==> src/rtl/mips_ctrl_pkg.sv <==
// Shared encodings for the multicycle MIPS controller: states, opcodes,
// ALU function codes and the datapath mux selects.
package mips_ctrl_pkg;

   typedef enum logic [2:0] {
      S_FETCH  = 3'd0,
      S_DECODE = 3'd1,
      S_EXEC   = 3'd2,
      S_MEM    = 3'd3,
      S_WB     = 3'd4
   } state_e;

   localparam logic [5:0] OP_RTYPE = 6'h00;
   localparam logic [5:0] OP_LW    = 6'h23;
   localparam logic [5:0] OP_SW    = 6'h2B;
   localparam logic [5:0] OP_ADDI  = 6'h08;
   localparam logic [5:0] OP_BEQ   = 6'h04;
   localparam logic [5:0] OP_J     = 6'h02;

   // ALU codes share the R-type funct numbering so funct can pass straight through.
   localparam logic [5:0] ALU_ADD  = 6'h20;
   localparam logic [5:0] ALU_SUB  = 6'h22;

   typedef enum logic [1:0] {
      SRCB_REG     = 2'b00,
      SRCB_FOUR    = 2'b01,
      SRCB_IMM     = 2'b10,
      SRCB_IMM_SH2 = 2'b11
   } alu_src_b_e;

   typedef enum logic [1:0] {
      PCSRC_ALU    = 2'b00,
      PCSRC_ALUOUT = 2'b01,
      PCSRC_JUMP   = 2'b10
   } pc_source_e;

   function automatic logic is_legal_op(input logic [5:0] op);
      logic legal;
      case (op)
         OP_RTYPE, OP_LW, OP_SW, OP_ADDI, OP_BEQ, OP_J: legal = 1'b1;
         default:                                       legal = 1'b0;
      endcase
      return legal;
   endfunction

endpackage

==> src/rtl/stall_timer.sv <==
// 8-bit serial stall counter: cleared outside MEM, counts stalled cycles,
// flags when the count has reached the abort limit.
module stall_timer #(
   parameter int TIMEOUT = 255
) (
   input  logic clock,
   input  logic reset,
   input  logic clear_i,
   input  logic enable_i,
   output logic match_o
);

   localparam logic [7:0] LIMIT = 8'(TIMEOUT);

   logic [7:0] count_q, count_d;

   always_comb begin
      count_d = count_q;
      if (clear_i)
         count_d = '0;
      else if (enable_i)
         count_d = count_q + 8'd1;
   end

   // NOTE: state registers use non-blocking assignments so every flop samples pre-edge values.
   always_ff @(posedge clock or negedge reset) begin
      if (!reset)
         count_q <= '0;
      else
         count_q <= count_d;
   end

   assign match_o = (count_q == LIMIT);

endmodule

==> src/rtl/multicycle_controller.sv <==
// Five-state multicycle MIPS control FSM with serial-port stall handling
// and a bounded wait that aborts to FETCH on timeout.
module multicycle_controller
   import mips_ctrl_pkg::*;
#(
   parameter int TIMEOUT = 255
) (
   input  logic       clock,
   input  logic       reset,
   input  logic [5:0] opcode,
   input  logic [5:0] funct,
   input  logic       alu_zero,
   input  logic       addr_is_serial,
   input  logic       serial_valid_in,
   input  logic       serial_ready_in,
   output logic       pc_write,
   output logic       ir_write,
   output logic       mem_read,
   output logic       mem_write,
   output logic       reg_write,
   output logic       reg_dst,
   output logic       mem_to_reg,
   output logic       alu_src_a,
   output logic [1:0] alu_src_b,
   output logic [1:0] pc_source,
   output logic [5:0] alu_op,
   output logic       illegal_op,
   output logic       timeout,
   output logic [2:0] state_out
);

   state_e state_q, state_d;
   logic   stall_en;
   logic   stall_match;
   logic   hs_flag;

   stall_timer #(
      .TIMEOUT (TIMEOUT)
   ) u_stall_timer (
      .clock    (clock),
      .reset    (reset),
      .clear_i  (state_q != S_MEM),
      .enable_i (stall_en),
      .match_o  (stall_match)
   );

   always_ff @(posedge clock or negedge reset) begin
      if (!reset)
         state_q <= S_FETCH;
      else
         state_q <= state_d;
   end

   // NOTE: every output gets a default before the case so no latch is inferred.
   always_comb begin
      state_d    = state_q;
      pc_write   = 1'b0;
      ir_write   = 1'b0;
      mem_read   = 1'b0;
      mem_write  = 1'b0;
      reg_write  = 1'b0;
      reg_dst    = 1'b0;
      mem_to_reg = 1'b0;
      alu_src_a  = 1'b0;
      alu_src_b  = SRCB_REG;
      pc_source  = PCSRC_ALU;
      alu_op     = '0;
      illegal_op = 1'b0;
      timeout    = 1'b0;
      stall_en   = 1'b0;
      hs_flag    = (opcode == OP_LW) ? serial_valid_in : serial_ready_in;

      case (state_q)
         S_FETCH: begin
            mem_read  = 1'b1;
            ir_write  = 1'b1;
            pc_write  = 1'b1;
            alu_src_b = SRCB_FOUR;
            pc_source = PCSRC_ALU;
            state_d   = S_DECODE;
         end

         S_DECODE: begin
            alu_src_b = SRCB_IMM_SH2;
            alu_op    = ALU_ADD;
            if (is_legal_op(opcode)) begin
               state_d = S_EXEC;
            end else begin
               illegal_op = 1'b1;
               state_d    = S_FETCH;
            end
         end

         S_EXEC: begin
            state_d = S_FETCH;
            case (opcode)
               OP_RTYPE: begin
                  alu_src_a = 1'b1;
                  alu_src_b = SRCB_REG;
                  alu_op    = funct;
                  state_d   = S_WB;
               end
               OP_LW, OP_SW, OP_ADDI: begin
                  alu_src_a = 1'b1;
                  alu_src_b = SRCB_IMM;
                  alu_op    = ALU_ADD;
                  state_d   = (opcode == OP_ADDI) ? S_WB : S_MEM;
               end
               OP_BEQ: begin
                  alu_src_a = 1'b1;
                  alu_src_b = SRCB_REG;
                  alu_op    = ALU_SUB;
                  pc_source = PCSRC_ALUOUT;
                  pc_write  = alu_zero;
               end
               OP_J: begin
                  pc_source = PCSRC_JUMP;
                  pc_write  = 1'b1;
               end
               default: ;
            endcase
         end

         S_MEM: begin
            // A completing handshake takes priority over an expiring stall budget.
            if (!addr_is_serial || hs_flag) begin
               mem_read  = (opcode == OP_LW);
               mem_write = (opcode == OP_SW);
               state_d   = (opcode == OP_LW) ? S_WB : S_FETCH;
            end else if (stall_match) begin
               timeout = 1'b1;
               state_d = S_FETCH;
            end else begin
               mem_read  = (opcode == OP_LW);
               mem_write = (opcode == OP_SW);
               stall_en  = 1'b1;
            end
         end

         S_WB: begin
            state_d = S_FETCH;
            case (opcode)
               OP_RTYPE: begin
                  reg_write = 1'b1;
                  reg_dst   = 1'b1;
               end
               OP_ADDI: reg_write = 1'b1;
               OP_LW: begin
                  reg_write  = 1'b1;
                  mem_to_reg = 1'b1;
               end
               default: ;
            endcase
         end

         default: state_d = S_FETCH;
      endcase
   end

   assign state_out = state_q;

endmodule

==> config.mk <==
export PLATFORM = sky130hd
export DESIGN_NAME = multicycle_controller
export DESIGN_NICKNAME = d
export VERILOG_FILES = /design/src/rtl/mips_ctrl_pkg.sv /design/src/rtl/stall_timer.sv /design/src/rtl/multicycle_controller.sv
export SDC_FILE = /design/constraint.sdc
export NUM_CORES = 1
export LEC_CHECK = 0
export ABC_AREA = 0
export BUFFER_PORTS_ARGS = -buffer_cell sky130_fd_sc_hd__clkbuf_2
export CAP_MARGIN = 20
export CORE_MARGIN = 4
export CORE_UTILIZATION = 45
export DETAILED_ROUTE_END_ITERATION = 10
export GPL_TIMING_DRIVEN = 0
export HOLD_SLACK_MARGIN = 0.15
export PLACE_DENSITY = 0.77
export REMOVE_ABC_BUFFERS = 1
export SLEW_MARGIN = 20
export SYNTH_ARGS = -nofsm -noshare
export SYNTH_HDL_FRONTEND = slang
export SYNTH_SLANG_ARGS = --single-unit
==> constraint.sdc <==
create_clock -name clock -period 3.07 [get_ports clock]
set_input_delay 0.614 -clock clock [delete_from_list [all_inputs] [get_ports clock]]
set_output_delay 0.614 -clock clock [all_outputs]
set_load 0.005 [all_outputs]
==> results.json, run 1 <==
{
  "row_count": 15,
  "design.final.nets": 173,
  "switchingPower_w": 0.000151,
  "cts.htree.levels": 1,
  "max_freq_mhz": 361,
  "cts_hold_repair.buffers": 0,
  "syn_inst": 111,
  "slack_of_the_worst_reg_to_reg_path_ns": 1.31,
  "yosys_warnings": 0,
  "detail_route.first_pass.iterations": 4,
  "cp_slowest_cell": "nor2_1",
  "cp_top_family": "simple AND/OR/NAND/NOR gates",
  "dr.first_iter.drc_count": 21,
  "hpwl_um": 2060,
  "grt_pass1_vias": 1007,
  "critical_path.reg2reg.startpoint": "u_stall_timer.count_q[0]",
  "largest_clock_skew_in_the_final_design_ns": 0.00381,
  "cell_at_the_root_of_the_clock_tree": "clkbuf_4",
  "synth_top_cell_by_area": "dfrtp_1",
  "antenna_violating_nets_post_route": 0,
  "synth_compound_gate_area_share_pct": 21.4,
  "insertion_delay_ns": 0.26,
  "report.power.total_w": 0.000426,
  "placed_cells_incl_taps": 174,
  "wl_per_cell_um": 14.2,
  "worst_path_largest_cell_delay_ns": 0.47,
  "criticalPathCategory": "in -> out",
  "yosys_register_bits": 11,
  "synth.mux.area_fraction_pct": 1.12,
  "outcome": "complete, no violations",
  "tritoncts": "done",
  "final_estimated_routing_congestion_in_global_placement": 0.793,
  "met2_track_usage_gr_pct": 35.3,
  "layout_commonest_cell": "clkbuf_2",
  "pwr_density_cell_nw_per_um2": 375,
  "critical_path_arrival_ns": 2.15,
  "port-buffer-count": 40,
  "postCtsSetupRepairBufs": 0,
  "ys_types": 44,
  "synth_top_area_share_pct": 30.8,
  "holdCritPathClass": "in -> async",
  "worstSetupStartpointType": "input port",
  "worst-slew-pin-transition_ns": 0.548,
  "top_usage_layer": "met2",
  "vdd_drop_max_v": 0.000199,
  "detail_route.vias_per_cell": 5.83,
  "antennaDiodeCount": 0,
  "synth_top_family_by_area": "simple AND/OR/NAND/NOR gates",
  "intPower_w": 0.000275,
  "area.growth.synth_to_final_pct": 27.0,
  "leakage_nw": 0.532,
  "global_route.usage.met3_pct": 1.42,
  "clock_path_buffers": 2,
  "combinationalPowerShare_pct": 37.8,
  "grt_antenna_before_repair": 0,
  "ctsResizeCount": 0,
  "crit_path_cell_trace": "clkbuf_2 > nor2_1 > a31oi_4 > nand2_1 > nor2_1 > nor4_1 > clkbuf_2",
  "worst_setup_ep_type": "primary output",
  "tritoncts_num_sinks": 11,
  "critical_path_required_ns": 2.46,
  "nFillCells": 177,
  "synth.area.top_cells": "dfrtp_1 (31%), nand2_1 (6.7%), nor2_1 (6.3%)",
  "design.core.area_um2": 1800,
  "worstPathBufferInverterCount": 2,
  "fin_hold_ws_ns": 0.210,
  "die_height_um": 52.6,
  "timing.critical_path.fanout_max": 9,
  "start_util_pct": 49.6,
  "timing.max_cap.violations": 0,
  "cts_buffers": 3,
  "drive_above_1_share_pct": 34.0,
  "layout_worst_path_cycle_share_pct": 90.1,
  "maxSlewHeadroom_pct": 63.3,
  "area_share_of_fa_ha_maj_cells_after_synthesis_pct": 1.40,
  "r2r_cells": 6,
  "ios": 41,
  "power.clock.fraction_pct": 22.5,
  "final_cells": 178,
  "synth_seq_area_share_pct": 30.8,
  "synth_simple_gate_area_share_pct": 40.8,
  "finalWirelength_um": 2530,
  "power.sequential.fraction_pct": 39.7,
  "width_of_the_die_um": 52.6,
  "clk_pin_slew_ns": 0.07,
  "synth-xor-area-share_pct": 0.980,
  "proportion_of_total_power_due_to_net_switching_pct": 35.4,
  "wire_length_of_the_first_global_routing_pass_um": 4230,
  "rsz0062_at_grt": "false",
  "via_count": 1037,
  "drc_errors_left": 0,
  "report.final.hold_viol_count": 0,
  "die-area_um2": 2760,
  "timing.final.setup_violations": 0,
  "grt_usage_pct": 20.2,
  "postSynthAreaPerCell_um2": 8.05,
  "grt-ovfl-total": 0,
  "setup_total_negative_slack_ns": 0,
  "mostFrequentLayoutCells": "clkbuf_2 (40), nand2_1 (16), nor2_1 (15)",
  "grt_util_met1_pct": 24.6,
  "grt_start_max_net_pins": 12,
  "critical_path.reg2reg.endpoint": "u_stall_timer.count_q[5]",
  "post-route-min-period_ns": 2.77,
  "slew_viol_final": 0,
  "syn_area_um2": 893
}
==> area by class of cell <==
type,instances,area (um2),area share [%]
multi-input combinational,94,587,51.7
timing repair buffer,40,200,17.6
inverter,4,15.0,1.32
sequential,11,275,24.3
tap,25,31.3,2.76
clock buffer,4,26.3,2.32
==> Yosys cell counts (all sizes together) <==
library cell,number
a211o,1
a211oi,1
a21oi,7
a31o,1
a31oi,2
a32oi,1
and2,5
and3,2
and3b,1
and4b,1
buf,2
dfrtp,11
ha,1
inv,4
mux2i,1
nand2,16
nand2b,2
nand3,6
nand3b,1
nand4,3
nor2,15
nor3,1
nor3b,1
nor4,2
nor4b,1
o211ai,1
o21ai,3
o21bai,1
o31ai,4
o32a,1
o32ai,1
o41ai,1
or2,2
or3,2
or3b,1
or4,3
or4b,1
xnor2,1
==> cell families after synthesis <==
group,count (synthesis)
multiplexers,1
XOR/XNOR,1
AND/OR/NAND/NOR,66
buffers and inverters,6
AO/OA/AOI/OAI,25
flip-flops,11
adder cells (fa/ha/maj),1
==> flip-flops by register name (all words and copies together) (netlist names) <==
register,count
state_out,3
u_stall_timer.count_q,8
==> worst max-delay path by stage <==
stage,start,to,slack (ns),depth (start not counted)
after floorplan,opcode[1],alu_op[5],0.74,4
after global placement,opcode[3],alu_op[5],0.35,7
after detailed placement,opcode[2],mem_write,0.32,7
after CTS,opcode[2],mem_write,0.31,7
after global routing,opcode[3],alu_op[5],0.22,7
final,opcode[2],mem_write,0.30,7
==> power by group through the flow <==
stage / clock network [W] / logic [W] / registers [W]
after floorplan: 0 / 0.0000760 / 0.000168
after global placement: 0 / 0.000160 / 0.000169
after detailed placement: 0 / 0.000162 / 0.000171
after CTS: 0.0000983 / 0.000163 / 0.000169
after global routing: 0.000105 / 0.000182 / 0.000171
final: 0.0000960 / 0.000161 / 0.000169
==> layer usage <==
metal,vias up,wire length [um]
met5,-,0
met4,0,48
met3,6,140
met2,49,1320
met1,485,1020
li1,497,-
==> worst register-to-register path, cell delays in order (launching register included) <==
cell     delay, ns
dfrtp_1       0.41
ha_1          0.25
nand3_1       0.07
or2_2         0.15
nand3_2       0.14
or4_1         0.50
a21oi_1       0.16
==> per-stage QoR <==
stage               setup WS [ns]  area, um2  util (%)
CTS                         0.308       1130      63.0
floorplan                   0.744        877         -
detailed placement          0.321       1110      61.5
finish                      0.303       1130      63.0
global placement            0.348       1110      61.5
global route                0.219       1130      63.0
Note: power is estimated with default switching activity, not from simulation.
==> inputs of run 2 (changes only) <==
--- a/config.mk
+++ b/config.mk
@@ -8,13 +8,14 @@
 export ABC_AREA = 0
 export BUFFER_PORTS_ARGS = -buffer_cell sky130_fd_sc_hd__clkbuf_2
 export CAP_MARGIN = 20
-export CORE_MARGIN = 4
+export CORE_MARGIN = 2
 export CORE_UTILIZATION = 45
 export DETAILED_ROUTE_END_ITERATION = 10
 export GPL_TIMING_DRIVEN = 0
 export HOLD_SLACK_MARGIN = 0.15
 export PLACE_DENSITY = 0.77
 export REMOVE_ABC_BUFFERS = 1
+export SKIP_CTS_REPAIR_TIMING = 1
 export SLEW_MARGIN = 20
 export SYNTH_ARGS = -nofsm -noshare
 export SYNTH_HDL_FRONTEND = slang
==> results.json, run 2 (same netlist as run 1, synthesis figures left out) <==
{
  "outcome": "complete, no violations",
  "placed_cells_incl_taps": 176,
  "leakage_nw": 0.534,
  "proportion_of_total_power_due_to_net_switching_pct": 35.8,
  "drive_above_1_share_pct": 34.6,
  "timing.max_cap.violations": 0,
  "dr.first_iter.drc_count": 13,
  "antennaDiodeCount": 0,
  "pre_cts_setup_slack_ns": 0.350,
  "post-route-min-period_ns": 2.76,
  "power.sequential.fraction_pct": 39.8,
  "finalWirelength_um": 2390,
  "grt_start_max_net_pins": 12,
  "wl_per_cell_um": 13.3,
  "design.core.area_um2": 1920,
  "slack_of_the_critical_path_ns": 0.307,
  "worstSetupStartpointType": "input port",
  "start_util_pct": 46.5,
  "layout_commonest_cell": "clkbuf_2",
  "clock_path_buffers": 2,
  "hpwl_um": 1920,
  "drc_errors_left": 0,
  "timing.final.setup_violations": 0,
  "clk_pin_slew_ns": 0.07,
  "grt_pass1_vias": 920,
  "cell_at_the_root_of_the_clock_tree": "clkbuf_4",
  "ff_latch_area_um2": 275,
  "width_of_the_die_um": 48.6,
  "final_estimated_routing_congestion_in_global_placement": 0.801,
  "detail_route.first_pass.iterations": 4,
  "switchingPower_w": 0.000152,
  "row_count": 16,
  "tritoncts_num_sinks": 11,
  "cts_buffers": 3,
  "worst-slew-pin-transition_ns": 0.582,
  "layout.cell_area.non_filler_um2": 1140,
  "final_cells": 180,
  "critical_path_required_ns": 2.46,
  "combinationalPowerShare_pct": 37.4,
  "cts.htree.levels": 1,
  "critical_path_arrival_ns": 2.15,
  "slack_of_the_worst_reg_to_reg_path_ns": 1.30,
  "antenna_violating_nets_post_route": 0,
  "area.growth.synth_to_final_pct": 27.5,
  "port-buffer-count": 40,
  "timing.critical_path.fanout_max": 9,
  "mostFrequentLayoutCells": "clkbuf_2 (40), nand2_1 (16), nor2_1 (15)",
  "holdCritPathClass": "in -> async",
  "report.power.total_w": 0.000424,
  "vdd_drop_max_v": 0.000284,
  "die-area_um2": 2360,
  "largest_clock_skew_in_the_final_design_ns": 0.00252,
  "worst_setup_path_startpoint": "opcode[2]",
  "layout_worst_path_cycle_share_pct": 90.0,
  "intPower_w": 0.000273,
  "critical_path.reg2reg.startpoint": "u_stall_timer.count_q[0]",
  "ios": 41,
  "grt_antenna_before_repair": 0,
  "multi_input_gate_area_um2": 587,
  "maxSlewHeadroom_pct": 61.1,
  "worst_setup_ep_type": "primary output",
  "post_dp_cell_area_um2": 1110,
  "via_count": 1040,
  "wire_length_of_the_first_global_routing_pass_um": 3920,
  "top_register": "u_stall_timer.count_q",
  "design.final.nets": 173,
  "criticalPathCategory": "in -> out",
  "nFillCells": 192,
  "power.clock.fraction_pct": 22.8,
  "setup_total_negative_slack_ns": 0,
  "slew_viol_final": 0,
  "grt-ovfl-total": 0,
  "grt_usage_pct": 20.9,
  "insertion_delay_ns": 0.26,
  "largest_reg_flops": 8,
  "pwr_density_cell_nw_per_um2": 373,
  "report.final.hold_viol_count": 0,
  "tritoncts": "done",
  "die_height_um": 48.6,
  "detail_route.vias_per_cell": 5.78,
  "rsz0062_at_grt": "false",
  "max_freq_mhz": 362
}
run 2: changes by cell type in the layout (fill, tap and decap cells not counted), sizes merged:
cell    change
clkinv      +1
clkbuf      -1
run 2: worst max-delay path: stages:
cell and delay (ns):
clkbuf_2 0.15, nor2_1 0.49, a31oi_4 0.17, nand2_1 0.16, nor2_1 0.08, o31ai_1 0.30, clkbuf_2 0.18
run 2: layer usage:
metal	up-vias	wire length (um)	global-route usage, %
met1	486	980	24.3
met3	6	150	3.40
met2	45	1210	37.3
li1	503	-	-
met4	0	48	10.0
met5	-	0	0
run 2: area by class of cell:
type | instances | share of cell area [%]
clock buffers | 3 | 1.98
inverters | 4 | 1.32
multi-input cells | 94 | 51.5
well taps | 27 | 2.97
flip-flops and latches | 11 | 24.2
clock inverters | 1 | 0.440
repair buffers | 40 | 17.6
run 2: per-stage QoR:
| step | utilization (%) | hold WS [ns] |
|---|---|---|
| CTS | 59.2 | 0.213 |
| detailed placement | 57.8 | 0.504 |
| global placement | 57.8 | 0.500 |
| global route | 59.2 | 0.220 |
| floorplan | - | 0.318 |
| finish | 59.2 | 0.209 |
run 2: power by group through the flow:
| stage | registers, W | logic, W | clock network, W |
|---|---|---|---|
| 2_1_floorplan | 0.000168 | 0.0000760 | 0 |
| 3_5_place_dp | 0.000171 | 0.000158 | 0 |
| 6_report | 0.000169 | 0.000159 | 0.0000968 |
| 3_3_place_gp | 0.000170 | 0.000157 | 0 |
| 4_1_cts | 0.000169 | 0.000159 | 0.0000998 |
| 5_1_grt | 0.000172 | 0.000173 | 0.000108 |
run 2: path summary, 6_finish.rpt:
path / cells after the start / endpoint
worst max register to register: 6 / u_stall_timer.count_q[5]
worst max-delay path: 7 / mem_read
worst min-delay path: 1 / u_stall_timer.count_q[3]
min in group clock: 2 / u_stall_timer.count_q[1]
worst min register to register: 2 / u_stall_timer.count_q[1]
max in group asynchronous: 1 / u_stall_timer.count_q[6]
